[src/rtl/snake_pkg.sv]
// Shared definitions for the snake game blocks: status codes, grid bounds,
// colour-mux cell types and the apple generator state encoding.
package snake_pkg;

  localparam logic [1:0] GAME_PLAY = 2'b10;

  localparam logic [5:0] X_MIN = 6'd1;
  localparam logic [5:0] X_MAX = 6'd38;
  localparam logic [5:0] Y_MIN = 6'd1;
  localparam logic [5:0] Y_MAX = 6'd28;

  localparam logic [5:0] APPLE_RST_X = 6'd24;
  localparam logic [5:0] APPLE_RST_Y = 6'd10;

  typedef enum logic [2:0] {
    CellNone,
    CellHead,
    CellBody,
    CellWall,
    CellApple
  } cell_e;

  typedef enum logic [1:0] {
    StArmed,
    StEat,
    StSpawn
  } apple_state_e;

  function automatic logic cell_in_grid(input logic [5:0] x, input logic [5:0] y);
    return (x >= X_MIN) && (x <= X_MAX) && (y >= Y_MIN) && (y <= Y_MAX);
  endfunction

endpackage

[src/rtl/lfsr16.sv]
// Free-running 16-bit Fibonacci LFSR, x^16+x^14+x^13+x^11+1, shifting left.
module lfsr16 #(
  parameter logic [15:0] SEED = 16'hACE1
) (
  input  logic        clk,
  input  logic        reset,
  output logic [15:0] q
);

  always_ff @(posedge clk or negedge reset) begin
    if (!reset) begin
      q <= SEED;
    end else begin
      q <= {q[14:0], q[15] ^ q[13] ^ q[12] ^ q[10]};
    end
  end

endmodule

[src/rtl/apple_gen.sv]
// Apple generator: detects the head eating the apple, issues a held grow
// request, and respawns the apple at a random legal cell away from the head.
module apple_gen
  import snake_pkg::*;
#(
  parameter logic [15:0] SEED     = 16'hACE1,
  parameter int unsigned ADD_HOLD = 4,
  parameter logic [31:0] TIMEOUT  = 32'd250000000,
  parameter int unsigned MAX_LEN  = 16
) (
  input  logic       clk,
  input  logic       reset,
  input  logic [1:0] game_status,
  input  logic [5:0] head_x,
  input  logic [5:0] head_y,
  input  logic [6:0] cube_num,
  output logic       add_cube,
  output logic [5:0] apple_x,
  output logic [5:0] apple_y,
  output logic       apple_valid
);

  localparam logic [3:0]  HoldLast = 4'(ADD_HOLD - 1);
  localparam logic [6:0]  MaxLen   = 7'(MAX_LEN);
  localparam logic [31:0] TmoLast  = TIMEOUT - 32'd1;

  apple_state_e state_q;
  logic [3:0]   hold_q;
  logic [31:0]  tmo_q;
  logic [15:0]  lfsr_q;

  logic [5:0] cand_x;
  logic [5:0] cand_y;
  logic       cand_ok;
  logic       play;
  logic       head_hit;
  logic       unused_lfsr;

  lfsr16 #(
    .SEED (SEED)
  ) u_lfsr (
    .clk   (clk),
    .reset (reset),
    .q     (lfsr_q)
  );

  always_comb begin
    cand_x      = lfsr_q[5:0];
    cand_y      = {1'b0, lfsr_q[12:8]};
    cand_ok     = cell_in_grid(cand_x, cand_y) && !((cand_x == head_x) && (cand_y == head_y));
    play        = (game_status == GAME_PLAY);
    head_hit    = (head_x == apple_x) && (head_y == apple_y);
    unused_lfsr = ^{lfsr_q[15:13], lfsr_q[7:6]};
  end

  always_ff @(posedge clk or negedge reset) begin
    if (!reset) begin
      state_q     <= StArmed;
      apple_x     <= APPLE_RST_X;
      apple_y     <= APPLE_RST_Y;
      apple_valid <= 1'b1;
      add_cube    <= 1'b0;
      hold_q      <= '0;
      tmo_q       <= '0;
    end else begin
      case (state_q)
        StArmed: begin
          // Eat takes priority over a timeout landing on the same cycle.
          if (play && head_hit) begin
            state_q     <= StEat;
            tmo_q       <= '0;
            apple_valid <= 1'b0;
            add_cube    <= (cube_num < MaxLen);
            hold_q      <= HoldLast;
          end else if (play && (TIMEOUT != 32'd0)) begin
            if (tmo_q == TmoLast) begin
              state_q     <= StSpawn;
              tmo_q       <= '0;
              apple_valid <= 1'b0;
            end else begin
              tmo_q <= tmo_q + 32'd1;
            end
          end
        end
        StEat: begin
          if (hold_q == 4'd0) begin
            state_q  <= StSpawn;
            add_cube <= 1'b0;
          end else begin
            hold_q <= hold_q - 4'd1;
          end
        end
        StSpawn: begin
          // Rejection sampling: retry with the next LFSR value until legal.
          if (cand_ok) begin
            apple_x     <= cand_x;
            apple_y     <= cand_y;
            apple_valid <= 1'b1;
            tmo_q       <= '0;
            state_q     <= StArmed;
          end
        end
        default: state_q <= StArmed;
      endcase
    end
  end

endmodule

[config.mk]
export PLATFORM = sky130hd
export DESIGN_NAME = apple_gen
export DESIGN_NICKNAME = d
export VERILOG_FILES = /design/src/rtl/snake_pkg.sv /design/src/rtl/lfsr16.sv /design/src/rtl/apple_gen.sv
export SDC_FILE = /design/constraint.sdc
export NUM_CORES = 1
export LEC_CHECK = 0
export ABC_CLOCK_PERIOD_IN_PS = 2800
export BUFFER_PORTS_ARGS = -buffer_cell sky130_fd_sc_hd__buf_4
export CAP_MARGIN = 30
export CELL_PAD_IN_SITES_DETAIL_PLACEMENT = 0
export CELL_PAD_IN_SITES_GLOBAL_PLACEMENT = 1
export CORE_MARGIN = 5
export CORE_UTILIZATION = 46
export DETAILED_ROUTE_END_ITERATION = 10
export GPL_ROUTABILITY_DRIVEN = 0
export GPL_TIMING_DRIVEN = 0
export PLACE_DENSITY_LB_ADDON = 0.3
export SETUP_SLACK_MARGIN = 0.3
export SLEW_MARGIN = 10
export SYNTH_ARGS = -nofsm -noshare
export SYNTH_HDL_FRONTEND = slang
export SYNTH_SLANG_ARGS = --single-unit
[constraint.sdc]
create_clock -name clk -period 2.8 [get_ports clk]
set_input_delay 0.14 -clock clk [delete_from_list [all_inputs] [get_ports clk]]
set_output_delay 0.14 -clock clk [all_outputs]
set_load 0.01 [all_outputs]
# After elaboration in Yosys (flattened, before gate mapping)
# Cells that the tools add are included.
# classes
n_bitwise,3
magnitude_cmp,5
add_sub_neg,2
shift,0
reduce_logical,18
multipliers,0
eq_ne,14
div,0
mux,22
# ops
cell,n
$mux 32,4
$pmux 32 s2,1
$add 32x1->32 const B,1
$eq 32x28->1 const B,1
$eq 6x6->1,2
$mux 2,5
$reduce_and 3->1,3
$mux 4,2
$ne 2x2->1 const B,4
$pmux 4 s2,1
$reduce_and 4->1,2
$logic_and 1x1->1,7
$lt 7x5->1 const B,1
$eq 5x6->1,1
$eq 6x5->1,1
$ge 6x1->1 const B,1
$le 6x6->1 const B,1
$mux 1,6
$ne 3x3->1 const B,2
$pmux 2 s3,1
$ge 5x1->1 const B,1
$le 5x5->1 const B,1
$eq 2x2->1 const B,2
$logic_not 4->1,1
8 further kinds,12
# word_totals
ramBits,0
inputBits,23
latchBits,0
romBits,0
wordCells,72
output_inout_bits,14
reg_bits,67
n_memories,0

# Depth between registers and ports, before layout
# logic_depth
word_depth,7
ltp_mapped,8
mapped_depth_nobuf,8

# By module
# A second synthesis with hierarchy kept.
# hier_totals
cells_unflattened,369
hier_area_um2,3538.4
# by_module_without_submodules
mod,instances,seq_area_each_um2,area_per_inst_um2,cells_each
apple_gen,1,1282.5,3101.7,350
lfsr16,1,410.4,436.7,19

# Least setup slack after synthesis
# Ideal clock, no wire load.
# synth_path
path_kind,reg2reg
start,register tmo_q[0]
end,register tmo_q[27]
required_time_ps,2674
path_buffers,1
path_slack_ps,699
setup_ps,126
path_stages_with_launch,9
synth_period_minus_slack_ps,2101
arrival_ps,1975
path_cell_list,dfrtp_1 ha_1 nand3_1 or2_4 nor4_4 or3_4 buf_6 nor2_1 a221o_1
# synth_between
elab_chain_len,5
word_cells_on_any_way,6
classes_between,add/sub (1); eq/ne (1); mux (4)
# synth_lines
element,line_no,text
"start, declared",apple_gen.sv:29,logic [31:0] tmo_q;
"start signal, assigned",apple_gen.sv:81,tmo_q <= tmo_q + 32'd1;
$add 32x1->32 / $eq 32x28->1 (equally long branches),"apple_gen.sv:81, apple_gen.sv:76",
$mux 32 *,apple_gen.sv:76,if (tmo_q == TmoLast) begin
$mux 32 *,apple_gen.sv:75,end else if (play && (TIMEOUT != 32'd0)) begin
$mux 32 *,apple_gen.sv:69,if (play && head_hit) begin
$pmux 32 s2 *,apple_gen.sv:66,case (state_q)
# Every way passes the cells marked *; elsewhere a longest branch is shown, timed or not. The select of a mux whose other input is x is not followed.
# A chain may end at the register's enable or synchronous reset.

# Worst setup path in the final report
# Ends and elaborated chain as after synthesis.

==> flow_summary.yaml <==
setup_path:
  cp-end-kind: "flop"
  startpoint_type: "flop"
  critPathMaxFanout: 10
  crit_slowest_cell: "dfrtp_1"
  crit_type: "reg2reg"
  cp.arrival_ps: 2540
  cp.required_ps: 3020
  crit_family: "simple AND/OR/NAND/NOR gates"
  crit_chain: "ha_1, nand3_1, or2_4, nor4_4, or3_4, buf_6, nor2_1, a221o_1"
  critPathBufInv: 1
  max_stage_delay_ps: 440
timing:
  fin_tns_setup_ps: 0
  setup_viol: 0
  fin_crit_sh: 0.828
  slew_headroom: 0.515
  max_freq_mhz: 431
  hold_viol: 0
  rsz0062_at_grt: "no"
  hold-worst-slack_ps: 131
  finalMaxSlewViolations: 0
  clock_skew_ps: 14.1
  worst_pin_slew_ps: 717
  finalCriticalPeriod_ps: 2320
clock_tree:
  cts_made_buffers: 9
  htree_levels: 3
  clk_latency_ps: 340
  clock_sinks: 67
  cts_tree: "yes"
  path_clk_slew_ps: 80
  clock-root-buffer: "clkbuf_8"
  cts_buffer_depth: 2
logic_synthesis:
  yosysSeqAreaShare: 0.481
  syn-instance-count: 364
  synth.distinct_cells: 47
  synth_edf_count: 0
  yosysTopAreaCell: "dfrtp_1"
  yosysWarningCount: 0
  synth_area_sq_mm: 0.00352
  yosys.area.top_type_share: 0.384
  synthFlopType: "dfrtp_1"
  async_flop_share: 1.00
  syn_avg_cell_area_sq_um: 9.68
  synthTopCellsByArea: "dfrtp_1, dfstp_2, nand3_1"
  ys_ff_latch: 67
  synth_nets: 389
place:
  dp.final_hpwl_mm: 5.70
  io_buffers: 31
pwr:
  leakagePower_nw: 1.82
  peakVddDrop_mv: 0.223
  powerDensity_mw_per_mm2: 453
detailed_routing:
  drt-vias-per-instance: 5.59
  vias: 2897
  wl_per_cell_um: 15.8
  drc: 0
  dr.pass1.iters: 4
  drt_iter0_drc: 142
  routed_wl_mm: 8.18
  drtAntennaViolNets: 0
global_route:
  grt_usage: 0.178
  antenna_found_initial: 0
  grt_overflow: 0
  grt_max_degree: 68
  first_global_vias: 2846
  grt_pass1_wl_mm: 13.9
die:
  rows: 32
  boundaryPins: 37
  design.core.area_sq_mm: 0.00761
  die_x_um: 97.5
  die_h_um: 97.5
  dieArea_sq_mm: 0.00951
  initial_core_util: 0.463
layout:
  drive_above_1_share: 0.233
  area_growth_pct: 18.5
  utilization: 0.549
  antennaDiodeCount: 0
  final.fill_count: 707
  finalNetCount: 436
run_status:
  outcome: "completed"
job:
  maxCapViolCount: 0
worst_hold_path:
  hold_path.class: "in2async"
registers in the layout (all words and copies together), names as in the netlist:
signal,count
u_lfsr.q,16
add_cube,1
apple_x,6
tmo_q,32
apple_y,5
hold_q,4
apple_valid,1
state_q,2
layer usage:
layer	vias up	track usage	routed length, um
met5	-	0	0
met4	0	0.0596	125
met3	12	0.0316	322
met2	64	0.279	3790
met1	1415	0.250	3940
li1	1406	-	-
per-stage QoR:
step / total power, mW / cells / area (sq um) / setup slack, ps
after floorplan: 1.03 / 364 / 3520 / 699
after global placement: 1.08 / 497 / 3880 / 224
after detailed placement: 1.08 / 497 / 3880 / 274
after CTS: 1.90 / 514 / 4100 / 302
after global routing: 1.97 / 518 / 4180 / 295
final: 1.89 / 518 / 4180 / 481
final cells by class:
type                            count  area (sq um)  share of cell area
Buffer                             13          70.1              0.0168
Clock buffer                        9           124              0.0297
Clock inverter                      7          76.3              0.0183
Inverter                           21          78.8              0.0189
Multi-Input combinational cell    263          1710               0.410
Sequential cell                    67          1690               0.405
Tap cell                          102           128              0.0306
Timing Repair Buffer               36           293              0.0701
synth_stat cells, types with 10 or more instances:
cell,instances
nand3_1,32
dfrtp_1,54
o21ai_0,25
xnor2_1,13
dfstp_2,13
xor2_1,13
mux2_2,11
nand4_1,12
or3_1,12
nor2_1,10
inv_1,21
nand2_1,31
a21oi_1,26
nor3_1,11
placed cells by master, fill, tap and decap left out, drive strengths merged, types with 3 or more instances in the layout:
cell type,count
a21oi,27
and3,7
and4,3
buf,45
clkbuf,12
clkinv,3
dfrtp,54
dfstp,13
inv,22
mux2,11
mux2i,8
nand2,31
nand3,33
nand4,12
nor2,10
nor2b,3
nor3,11
nor4,10
nor4b,3
o21ai,29
o311ai,3
or3,13
xnor2,13
xor2,13
where the power goes:
part / internal, mW / switching, mW / total, mW
registers: 0.977 / 0.0126 / 0.990
logic: 0.0382 / 0.0413 / 0.0795
clock network: 0.416 / 0.406 / 0.822
total: 1.43 / 0.460 / 1.89
what timing repair did:
action                                  CTS  global route
pin swaps                                 1             1
hold buffers                              1             0
setup buffers                             0             3
resized for setup                         1             5
endpoints found under the setup margin   11            25
hold endpoints to repair                 54             0
cells by family (layout without fill, tap and decap cells):
kind of cell    after synthesis  count (layout)  synth area share
fa+ha+maj                     2               2           0.00710
simple gates                149             149             0.241
mux                          19              19            0.0579
xor+xnor                     26              26            0.0647
flops                        67              67             0.481
other cells                   1               1           0.00106
buf+inv                      34              86            0.0423
compound gates               66              66             0.106
path summary, 6_finish.rpt:
kind | to | start | slack, ps | depth (start not counted)
worst max register to register | tmo_q[27] | tmo_q[0] | 480 | 8
worst min-delay path | tmo_q[20] | reset | 130 | 2
worst min register to register | u_lfsr.q[7] | u_lfsr.q[6] | 360 | 0
max in group asynchronous | u_lfsr.q[5] | reset | 2100 | 3
worst max-delay path | tmo_q[27] | tmo_q[0] | 480 | 8
min in group clk | state_q[1] | game_status[0] | 130 | 4
Note: power is estimated with default switching activity, not from simulation.
